`src/rtl/tff_resp_checker_sat_cnt.sv`:
```
// Saturating up-counter with synchronous clear and increment enable.
module sat_cnt #(
    parameter int unsigned W = 8
) (
    input  logic         i_clk,
    input  logic         i_rst,
    input  logic         i_clr,
    input  logic         i_inc,
    output logic [W-1:0] o_cnt
);
    logic [W-1:0] r_cnt;

    always_ff @(posedge i_clk) begin
        if (i_rst || i_clr) begin
            r_cnt <= '0;
        end else if (i_inc && (r_cnt != '1)) begin
            r_cnt <= r_cnt + W'(1);
        end
    end

    assign o_cnt = r_cnt;
endmodule

```
`config.mk`:
```
export PLATFORM = sky130hd
export DESIGN_NAME = sat_cnt
export DESIGN_NICKNAME = d
export VERILOG_FILES = /design/src/rtl/tff_resp_checker_sat_cnt.sv
export SDC_FILE = /design/constraint.sdc
export NUM_CORES = 1
export LEC_CHECK = 0
export BUFFER_PORTS_ARGS = -buffer_cell sky130_fd_sc_hd__buf_2
export CAP_MARGIN = 20
export CORE_AREA = 2 2 39 41
export CTS_CLUSTER_SIZE = 28
export DETAILED_ROUTE_END_ITERATION = 7
export DIE_AREA = 0 0 41 43
export MAX_ROUTING_LAYER = met4
export SLEW_MARGIN = 20
export SYNTH_ARGS = -nofsm -noshare
export SYNTH_HDL_FRONTEND = slang
export SYNTH_SLANG_ARGS = --single-unit
```
`constraint.sdc`:
```
create_clock -name i_clk -period 3.3 [get_ports i_clk]
set_input_delay 0 -clock i_clk [delete_from_list [all_inputs] [get_ports i_clk]]
set_output_delay 0 -clock i_clk [all_outputs]
set_load 0.03 [all_outputs]
```
==> reports/qor.yml, run 1 <==
outcome:
  status: "completed"
critical_path:
  arrival_ns: 1.95
  r2r_start: "o_cnt[3]$_SDFFE_PP0P_"
  rrSetupSlack_ns: 1.55
  path_class: "reg2reg"
  crit_chain: "and4_2, a21oi_1, nor4_1, dlygate4sd3_1"
  worstSetupStartpoint: "o_cnt[3]$_SDFFE_PP0P_"
  slowest_stage: "dlygate4sd3_1"
  endpoint_kind: "flop"
  start_kind: "flop"
  cp.depth: 4
  worst-path-buf-inv: 1
  r2r-end: "o_cnt[2]$_SDFFE_PP0P_"
  crit_required_ns: 3.50
  cpPeakStageDelay_ns: 0.60
  crit_fanout: 7
  r2r_cells: 4
  cpLargestDelayFamily: "buffers and inverters"
  cp-endpoint: "o_cnt[2]$_SDFFE_PP0P_"
synthesis:
  synth.cell_area_um2: 422
  synth_commonest_cells: "8 x dfxtp_1, 7 x nand2_1, 5 x a21oi_1"
  synth.area.top_cells: "dfxtp_1 38%, mux2i_1 9.5%, nand2_1 6.2%, a21oi_1 5.9%, and3b_1 4.2%"
  syn-num-nets: 53
  synth_cells: 48
  synth_cell_type_count: 23
  synth_top_cell_by_area: "dfxtp_1"
  yosysWarnings: 0
  syn_avg_cell_area_um2: 8.78
  synth_top_area_share_pct: 38.0
  synthFlopType: "dfxtp_1"
  synth.most_common_cell: "dfxtp_1"
  synth-edff-count: 0
  ys_ff_latch: 8
  synth_seq_area_share_pct: 38.0
  async_flop_share_pct: 0
layout:
  nNetsFinal: 70
  diodes: 0
  design_area_um2: 534
  drive_gt1_share_pct: 28.6
  fin_util_pct: 38.6
  area_delta_synth_final_pct: 26.7
  largest_reg_flops: 8
  final_cells: 79
clocking:
  ctsResizeCount: 0
  root_buffer: "clkbuf_4"
  clock-sinks: 8
  cts_setup_buffers: 0
  numCtsBuffers: 3
  cts.reportedPaths.clkPinSlew_ns: 0.05
  cts_max_level: 1
  hold_buffers: 2
  clk_latency_ns: 0.25
  clockBufferDepth: 2
  cts_tree: "done"
power_and_ir_drop:
  p_leak_nw: 0.239
  clockPowerShare_pct: 40.5
  power.density_nw_per_um2: 349
  switching_share_pct: 22.4
  ir_worst_vdd_v: 0.000129
  p_comb_share_pct: 6.7
  power_switching_uw: 41.8
  p_int_uw: 145
  p_seq_share_pct: 52.8
place:
  place_area_um2: 492
  dp_cells: 74
  place_ws_ns: 1.85
  place_congestion: 0.750
  place.detailed.hpwl_um: 700
  port-buffer-count: 11
sta:
  fin_ws_ns: 1.55
  final.period_utilization_pct: 53.2
  setup_violations: 0
  timing.fmax_ghz: 0.570
  finalHoldViolations: 0
  period_minus_slack_ns: 1.75
  fin_skew_ns: 0.000771
  tightestPinTransition_ns: 0.483
  slew_headroom_pct: 67.7
  tns_ns: 0
  rsz0062_at_grt: "no"
  final_max_slew_viol_count: 0
floorplanning:
  core_area_um2: 1380
  rows: 14
  dieArea_um2: 1760
  die_width_um: 41
  fp.dieH_um: 43
  ioPinCount: 12
  initial_core_util_pct: 30.5
global_routing:
  track_usage_pct: 13.6
  grt_overflow: 0
  first_global_vias: 375
  grt_pass1_wl_um: 1540
  grt_max_degree: 9
  antenna_found_initial: 0
drt:
  drc: 0
  avgViaCountPerCell: 5.09
  antenna_left: 0
  drt_iter0_markers: 8
  wl_per_cell_um: 11.9
  drt_wl_total_um: 938
  via_count: 402
  first_pass_iters: 3
worst_hold_path:
  hp-class: "in2reg"
job:
  max_cap_viol_count: 0
==> metal layers <==
| metal | up-vias | GRT usage [%] | routed length (µm) |
|---|---|---|---|
| met2 | 8 | 17.5 | 451 |
| li1 | 210 | - | - |
| met4 | 0 | 10.0 | 19 |
| met1 | 182 | 17.9 | 441 |
| met5 | - | - | 0 |
| met3 | 2 | 3.14 | 27 |
==> power by group through the flow <==
| stage | clock network [mW] | logic [mW] | registers, mW |
|---|---|---|---|
| after detailed placement | 0 | 0.0117 | 0.101 |
| after global routing | 0.0860 | 0.0137 | 0.0985 |
| after floorplan | 0 | 0.00492 | 0.102 |
| after CTS | 0.0798 | 0.0127 | 0.0983 |
| final | 0.0754 | 0.0126 | 0.0983 |
| after global placement | 0 | 0.0119 | 0.100 |
==> worst min-delay path by stage <==
| stage | startpoint | end | slack, ns | cells after the start |
|---|---|---|---|---|
| floorplan | i_clr | o_cnt[2]$_SDFFE_PP0P_ | 0.08 | 1 |
| global placement | i_rst | o_cnt[2]$_SDFFE_PP0P_ | 0.24 | 2 |
| detailed placement | i_rst | o_cnt[2]$_SDFFE_PP0P_ | 0.22 | 2 |
| CTS | i_clr | o_cnt[4]$_SDFFE_PP0P_ | 0.06 | 3 |
| global route | i_clr | o_cnt[4]$_SDFFE_PP0P_ | 0.07 | 3 |
| finish | i_clr | o_cnt[4]$_SDFFE_PP0P_ | 0.07 | 3 |
==> tightest hold or removal path, stage by stage <==
cell and delay, ns:
buf_2 0.12, or3_1 0.10, mux2i_1 0.05
==> cell type report <==
class	count	area [µm²]
Clock buffer	3	22.5
Fill cell	148	850
Inverter	1	3.75
Multi-Input combinational cell	38	253
Sequential cell	8	160
Tap cell	16	20.0
Timing Repair Buffer	13	75.1
==> metrics by stage <==
step	power, mW	hold WS [ns]
global placement	0.112	0.238
global route	0.198	0.0736
finish	0.186	0.0706
detailed placement	0.112	0.223
CTS	0.191	0.0596
floorplan	0.107	0.0781
==> logic make-up after synthesis <==
logic type               count (synthesis)  synth area share, %
AO/OA/AOI/OAI                            9                 13.6
adder cells (fa/ha/maj)                  1                 2.97
buffers and inverters                    2                 2.08
flip-flops                               8                 38.0
multiplexers                             4                 9.50
AND/OR/NAND/NOR                         24                 33.8
==> cells in the final DEF (no fill, tap or decap), drive strengths merged <==
cell,n
inv,1
mux2i,4
nor4,1
and4,2
dfxtp,8
dlygate4sd3,2
and3b,2
or3,3
nand4,2
clkbuf,3
nor2,1
o21ai,1
and2,1
nand3,2
a21oi,5
and3,2
buf,11
o2111ai,1
or4,1
nand2,7
a21boi,2
ha,1
(Power assumes the default switching activity.)
==> inputs of run 2 (changes only) <==
Settings changed: ABC_AREA set to 1.
Clock period 3.3 ns to 1.4 ns, I/O delays scaled along.
==> run 2 against run 1 <==
Net effect: combinational power rose to 2.8 times the previous value; non-clock buffer count fell by 2; synthesized cell count increased by 40%; maximum frequency up 41%; hold slack worse by 0.020 ns; routed wire length fell by 9.6%; flip-flop and latch count did not move; die area stayed put; clock power increased by 140%; critical path depth is 4 higher; count of clock-buffer cells in the layout unchanged; critical path type unchanged.
==> reports/qor.yml, run 2 <==
layout:
  largest_reg_flops: 8  # unchanged
  area_delta_synth_final_pct: 19.8
  drive_gt1_share_pct: 27.5  # -1.1 points
  final_cell_mix: "20 x nand2_1, 13 x nor2_1, 11 x buf_2, 6 x inv_1, 6 x dfxtp_1"
  nNetsFinal: 87  # +24%
  fin_util_pct: 38.8  # +0.18 points
  diodes: 0  # unchanged
  final_common_cell: "nand2_1"
  final_cells: 96  # +22%
sta:
  setup_violations: 0  # unchanged
  finalHoldViolations: 0  # unchanged
  final_max_slew_viol_count: 0  # unchanged
  timing.fmax_ghz: 0.803  # +41%
  rsz0062_at_grt: "no"
  slew_headroom_pct: 83.4  # +16 points
  final.period_utilization_pct: 89.0  # +36 points
  tns_ns: 0  # unchanged
  period_minus_slack_ns: 1.25  # -0.509 ns
  whs_ns: 0.0502  # -0.0204 ns
  tightestPinTransition_ns: 0.246  # -0.236 ns
  fin_skew_ns: 0.000972  # +0.000202 ns
clocking:
  hold_buffers: 0  # -2
  cts_tree: "done"
  ctsResizeCount: 0  # unchanged
  clockBufferDepth: 2  # unchanged
  numCtsBuffers: 3  # unchanged
  cts.reportedPaths.clkPinSlew_ns: 0.06  # about the same
  root_buffer: "clkbuf_4"
  cts_setup_buffers: 0  # unchanged
  cts_max_level: 1  # unchanged
  clk_latency_ns: 0.26  # about the same
  clock-sinks: 8  # unchanged
drt:
  avgViaCountPerCell: 4.66  # -8.5%
  drc: 0  # unchanged
  via_count: 447  # +11%
  drt_iter0_markers: 8  # unchanged
  antenna_left: 0  # unchanged
  wl_per_cell_um: 8.83  # -26%
  first_pass_iters: 4  # +1
  dr_wl_met3_um: 35  # +30%
  top_layer: "met4"
  drt_wl_total_um: 848  # -9.6%
  wl_met2_um: 376  # -17%
  met1Wirelength_um: 421  # -4.5%
synthesis:
  yosysWarnings: 0  # unchanged
  synth_top_area_share_pct: 35.8  # -2.2 points
  synth-edff-count: 0  # unchanged
  synth_cell_type_count: 17  # -26%
  synth_cells: 67  # +40%
  synth.area.top_cells: "dfxtp_1 36%, nand2_1 17%, nor2_1 11%, a21oi_1 5.6%, inv_1 5.0%"
  async_flop_share_pct: 0  # unchanged
  syn_avg_cell_area_um2: 6.69  # -24%
  ys_ff_latch: 8  # unchanged
  syn-num-nets: 72  # +36%
  synth_commonest_cells: "20 x nand2_1, 13 x nor2_1, 8 x dfxtp_1"
  synth_top_cell_by_area: "dfxtp_1"
  synth_seq_area_share_pct: 35.8  # -2.2 points
  synthFlopType: "dfxtp_1"
  synth.most_common_cell: "nand2_1"
  synth.cell_area_um2: 448  # +6.2%
place:
  place.detailed.hpwl_um: 643  # -8.2%
  port-buffer-count: 11  # unchanged
  dp_cells: 93  # +26%
  place_congestion: 0.750  # about the same
critical_path:
  r2r-end: "o_cnt[3]$_SDFFE_PP0P_"
  arrival_ns: 1.40  # -0.55 ns
  crit_chain: "ha_1, nand2_1, nor2_1, nand2_2, nand2_1, nand2_1, nand2_1, nor2_1"
  slowest_stage: "dfxtp_2"
  crit_fanout: 11  # +4
  cp_common_cell: "nand2_1"
  rrSetupSlack_ns: 0.15  # -1.39 ns
  r2r_start: "o_cnt[0]$_SDFFE_PP0P_"
  start_kind: "flop"
  cpPeakStageDelay_ns: 0.35  # -0.25 ns
  endpoint_kind: "flop"
  crit_required_ns: 1.56  # -1.94 ns
  r2r_cells: 8  # +4
  path_class: "reg2reg"
worst_hold_path:
  hold_end: "o_cnt[1]$_SDFFE_PP0P_"
  whs_path_depth: 4  # +1
  hp-class: "in2reg"
  min_from: "i_rst"
power_and_ir_drop:
  power.density_nw_per_um2: 845  # +140%
  p_leak_nw: 0.265  # +11%
  ir_worst_vdd_v: 0.000284  # +120%
floorplanning:
  rows: 14  # unchanged
  die_width_um: 41  # unchanged
  ioPinCount: 12  # unchanged
  core_area_um2: 1380  # unchanged
  fp.dieH_um: 43  # unchanged
  initial_core_util_pct: 32.4  # +1.9 points
  dieArea_um2: 1760  # unchanged
global_routing:
  grt_max_degree: 12  # +3
  first_global_vias: 351  # -6.4%
  grt_pass1_wl_um: 1390  # -9.4%
  grt_overflow: 0  # unchanged
  track_usage_pct: 12.4  # -1.2 points
  antenna_found_initial: 0  # unchanged
outcome:
  status: "completed"
job:
  max_cap_viol_count: 0  # unchanged
==> run 2: layer usage <==
layer / vias to the layer above / GRT usage [%]
li1: 237 / -
met1: 197 / 16.4
met2: 11 / 14.4
met3: 2 / 4.71
met4: 0 / 10.0
met5: - / -
==> run 2: final cells by class <==
cell class | instances | area, µm²
Clock buffer | 3 | 22.5
Fill cell | 149 | 847
Inverter | 8 | 30.0
Multi-Input combinational cell | 50 | 246
Sequential cell | 8 | 163
Tap cell | 16 | 20.0
Timing Repair Buffer | 11 | 55.1
==> run 2: worst max-delay path by stage <==
| stage | startpoint | to | cells after the start |
|---|---|---|---|
| final | o_cnt[0]$_SDFFE_PP0P_ | o_cnt[3]$_SDFFE_PP0P_ | 8 |
| after global routing | o_cnt[0]$_SDFFE_PP0P_ | o_cnt[2]$_SDFFE_PP0P_ | 6 |
| after CTS | o_cnt[0]$_SDFFE_PP0P_ | o_cnt[3]$_SDFFE_PP0P_ | 8 |
| after detailed placement | o_cnt[0]$_SDFFE_PP0P_ | o_cnt[3]$_SDFFE_PP0P_ | 8 |
| after global placement | o_cnt[0]$_SDFFE_PP0P_ | o_cnt[3]$_SDFFE_PP0P_ | 8 |
| after floorplan | o_cnt[4]$_SDFFE_PP0P_ | o_cnt[5]$_SDFFE_PP0P_ | 6 |
==> run 2: cell families (layout without fill, tap and decap cells) <==
| family | count (synthesis) | in the layout | share of synthesized area, % |
|---|---|---|---|
| simple gates | 43 | 43 | 45.3 |
| fa+ha+maj | 1 | 1 | 2.79 |
| buf+inv | 9 | 22 | 9.22 |
| flops | 8 | 8 | 35.8 |
| compound gates | 6 | 6 | 6.98 |
==> run 2: metrics by stage <==
stage	cell area [µm²]	power, mW	setup slack [ns]
final	537	0.454	0.155
after global routing	537	0.476	0.0514
after CTS	537	0.461	0.148
after detailed placement	514	0.275	0.161
after global placement	514	0.274	0.190
after floorplan	450	0.260	0.0688
==> run 2: power breakdown <==
part	switching (mW)	internal (mW)	leakage [nW]	total (mW)
Combinational	0.0215	0.0144	0.186	0.0359
Sequential	0.00276	0.231	0.0655	0.234
Clock	0.0854	0.0986	0.0138	0.184
==> run 2: critical path, delay by kind of cell (launching register included) <==
kind / cells / cell delay, ns
adder cells (fa/ha/maj): 1 / 0.17
flip-flops: 1 / 0.35
AND/OR/NAND/NOR: 7 / 0.62
==> inputs of run 3 (changes only) <==
Settings changed: REMOVE_ABC_BUFFERS set to 1.
==> run 3 against run 2 <==
Net effect: first-iteration DRC count down 13%; non-clock buffer count unchanged; global-route usage did not move; register-to-register slack improved by 0.02 ns; hold slack improved by 0.0019 ns; core utilization rose by 0.54 points; count of clock-buffer cells in the layout stayed put; critical endpoint is now o_cnt[5]$_SDFFE_PP0P_; flip-flop and latch count is the same; combinational power about the same; total power shrank 0.16%; largest power group unchanged; sequential share of layout area shrank 0.65 points.
==> reports/qor.yml, run 3 (synthesis results as in run 2) <==
power_and_ir_drop:
  ir_worst_vdd_v: 0.000364  # +28%
  total_power_uw: 453  # -0.16%
  power.density_nw_per_um2: 832  # -1.5%
  p_leak_nw: 0.266  # +0.22%
place:
  place.detailed.hpwl_um: 642  # -0.12%
  place_congestion: 0.727  # -3.0%
  port-buffer-count: 11  # unchanged
layout:
  n_fill_cell: 158  # +6.0%
  largest_reg_flops: 8  # unchanged
  area_delta_synth_final_pct: 21.5
  drive_gt1_share_pct: 28.4  # +0.90 points
  nNetsFinal: 88  # +1.1%
  final_common_cell: "nand2_1"
  final_cell_mix: "20 x nand2_1, 12 x nor2_1, 11 x buf_2, 7 x dfxtp_1, 6 x inv_1"
  diodes: 0  # unchanged
floorplanning:
  initial_core_util_pct: 32.4  # unchanged
  rows: 14  # unchanged
  ioPinCount: 12  # unchanged
  fp.dieH_um: 43  # unchanged
  die_width_um: 41  # unchanged
  dieArea_um2: 1760  # unchanged
  core_area_um2: 1380  # unchanged
clocking:
  cts_setup_buffers: 0  # unchanged
  hold_buffers: 0  # unchanged
  cts_tree: "done"
  root_buffer: "clkbuf_4"
  clockBufferDepth: 2  # unchanged
  numCtsBuffers: 3  # unchanged
  cts_max_level: 1  # unchanged
  ctsResizeCount: 0  # unchanged
  cts.reportedPaths.clkPinSlew_ns: 0.06  # about the same
  clk_latency_ns: 0.26  # about the same
  clock-sinks: 8  # unchanged
critical_path:
  crit_chain: "ha_1, nand2_1, nor2_2, nand2_2, a21oi_1, nor2_1"
  worst-path-buf-inv: 0  # unchanged
  cpPeakStageDelay_ns: 0.37  # +0.02 ns
  crit_required_ns: 1.55  # about the same
  crit_fanout: 6  # -5
  start_kind: "flop"
  slowest_stage: "dfxtp_1"
  path_class: "reg2reg"
  arrival_ns: 1.38  # -0.02 ns
  endpoint_kind: "flop"
  cpLargestDelayFamily: "simple AND/OR/NAND/NOR gates"
global_routing:
  track_usage_pct: 12.4  # unchanged
  antenna_found_initial: 0  # unchanged
  first_global_vias: 404  # +15%
  grt_max_degree: 12  # unchanged
  grt_pass1_wl_um: 1440  # +3.5%
  grt_overflow: 0  # unchanged
drt:
  via_count: 450  # +0.67%
  drt_wl_total_um: 868  # +2.4%
  antenna_left: 0  # unchanged
  drc: 0  # unchanged
  drt_iter0_markers: 7  # -1
  first_pass_iters: 4  # unchanged
  avgViaCountPerCell: 4.64  # -0.37%
  wl_per_cell_um: 8.95  # +1.3%
sta:
  rsz0062_at_grt: "no"
  timing.fmax_ghz: 0.815  # +1.5%
  final.period_utilization_pct: 87.7  # -1.3 points
  period_minus_slack_ns: 1.23  # -0.0179 ns
  final_max_slew_viol_count: 0  # unchanged
  slew_headroom_pct: 85.1  # +1.7 points
  tightestPinTransition_ns: 0.221  # -0.0253 ns
  fin_skew_ns: 0.00123  # +0.000255 ns
  setup_violations: 0  # unchanged
  finalHoldViolations: 0  # unchanged
  tns_ns: 0  # unchanged
job:
  max_cap_viol_count: 0  # unchanged
worst_hold_path:
  hp-class: "in2reg"
outcome:
  status: "completed"
-- run 3: cell count changes in the layout (fill, tap and decap cells not counted) --
| cell | change |
|---|---|
| dfxtp_1 | +1 |
| nand2_2 | +1 |
| dfxtp_2 | -1 |
| nor2_2 | +1 |
| nor2_1 | -1 |
-- run 3: area by class of cell --
type                    instances  area [µm²]  share of cell area, %
multi-input cells              51         255                   46.9
flip-flops and latches          8         161                   29.7
repair buffers                 11        55.1                   10.1
inverters                       8        30.0                   5.52
clock buffers                   3        22.5                   4.14
well taps                      16        20.0                   3.68
-- run 3: per-layer routing --
| layer | vias to the layer above | wire length [µm] | GRT usage [%] |
|---|---|---|---|
| met1 | 191 | 383 | 12.9 |
| met4 | 0 | 33 | 8.00 |
| li1 | 242 | - | - |
| met2 | 12 | 413 | 18.8 |
| met5 | - | 0 | - |
| met3 | 5 | 37 | 4.71 |
-- run 3: tightest hold or removal path, stage by stage --
cell	delay, ns
buf_2	0.13
nor2_8	0.05
nand2_1	0.06
nor2_1	0.04
-- run 3: metrics by stage --
stage	utilization, %	std cells	hold slack (ns)	setup WS, ns	area (µm²)
5_1_grt	39.3	97	0.0656	0.00171	544
6_report	39.3	97	0.0521	0.172	544
3_3_place_gp	37.0	93	0.322	0.150	512
4_1_cts	38.6	96	0.0519	0.105	534
3_5_place_dp	37.0	93	0.327	0.115	512
2_1_floorplan	-	66	0.148	-0.0161	437
-- run 3: final timing paths --
kind | from | to | slack [ns] | depth (start not counted)
worst max-delay path | o_cnt[1]$_SDFFE_PP0P_ | o_cnt[5]$_SDFFE_PP0P_ | 0.17 | 6
worst min-delay path | i_rst | o_cnt[0]$_SDFFE_PP0P_ | 0.05 | 4
worst max register to register | o_cnt[1]$_SDFFE_PP0P_ | o_cnt[5]$_SDFFE_PP0P_ | 0.17 | 6
worst min register to register | o_cnt[6]$_SDFFE_PP0P_ | o_cnt[6]$_SDFFE_PP0P_ | 0.50 | 2
-- run 3: power breakdown --
group | internal [mW] | switching, mW | total [mW] | leakage, nW
clock | 0.0986 | 0.0852 | 0.184 | 0.0138
combinational | 0.0144 | 0.0212 | 0.0356 | 0.187
sequential | 0.231 | 0.00289 | 0.234 | 0.0651
total | 0.344 | 0.109 | 0.453 | 0.266
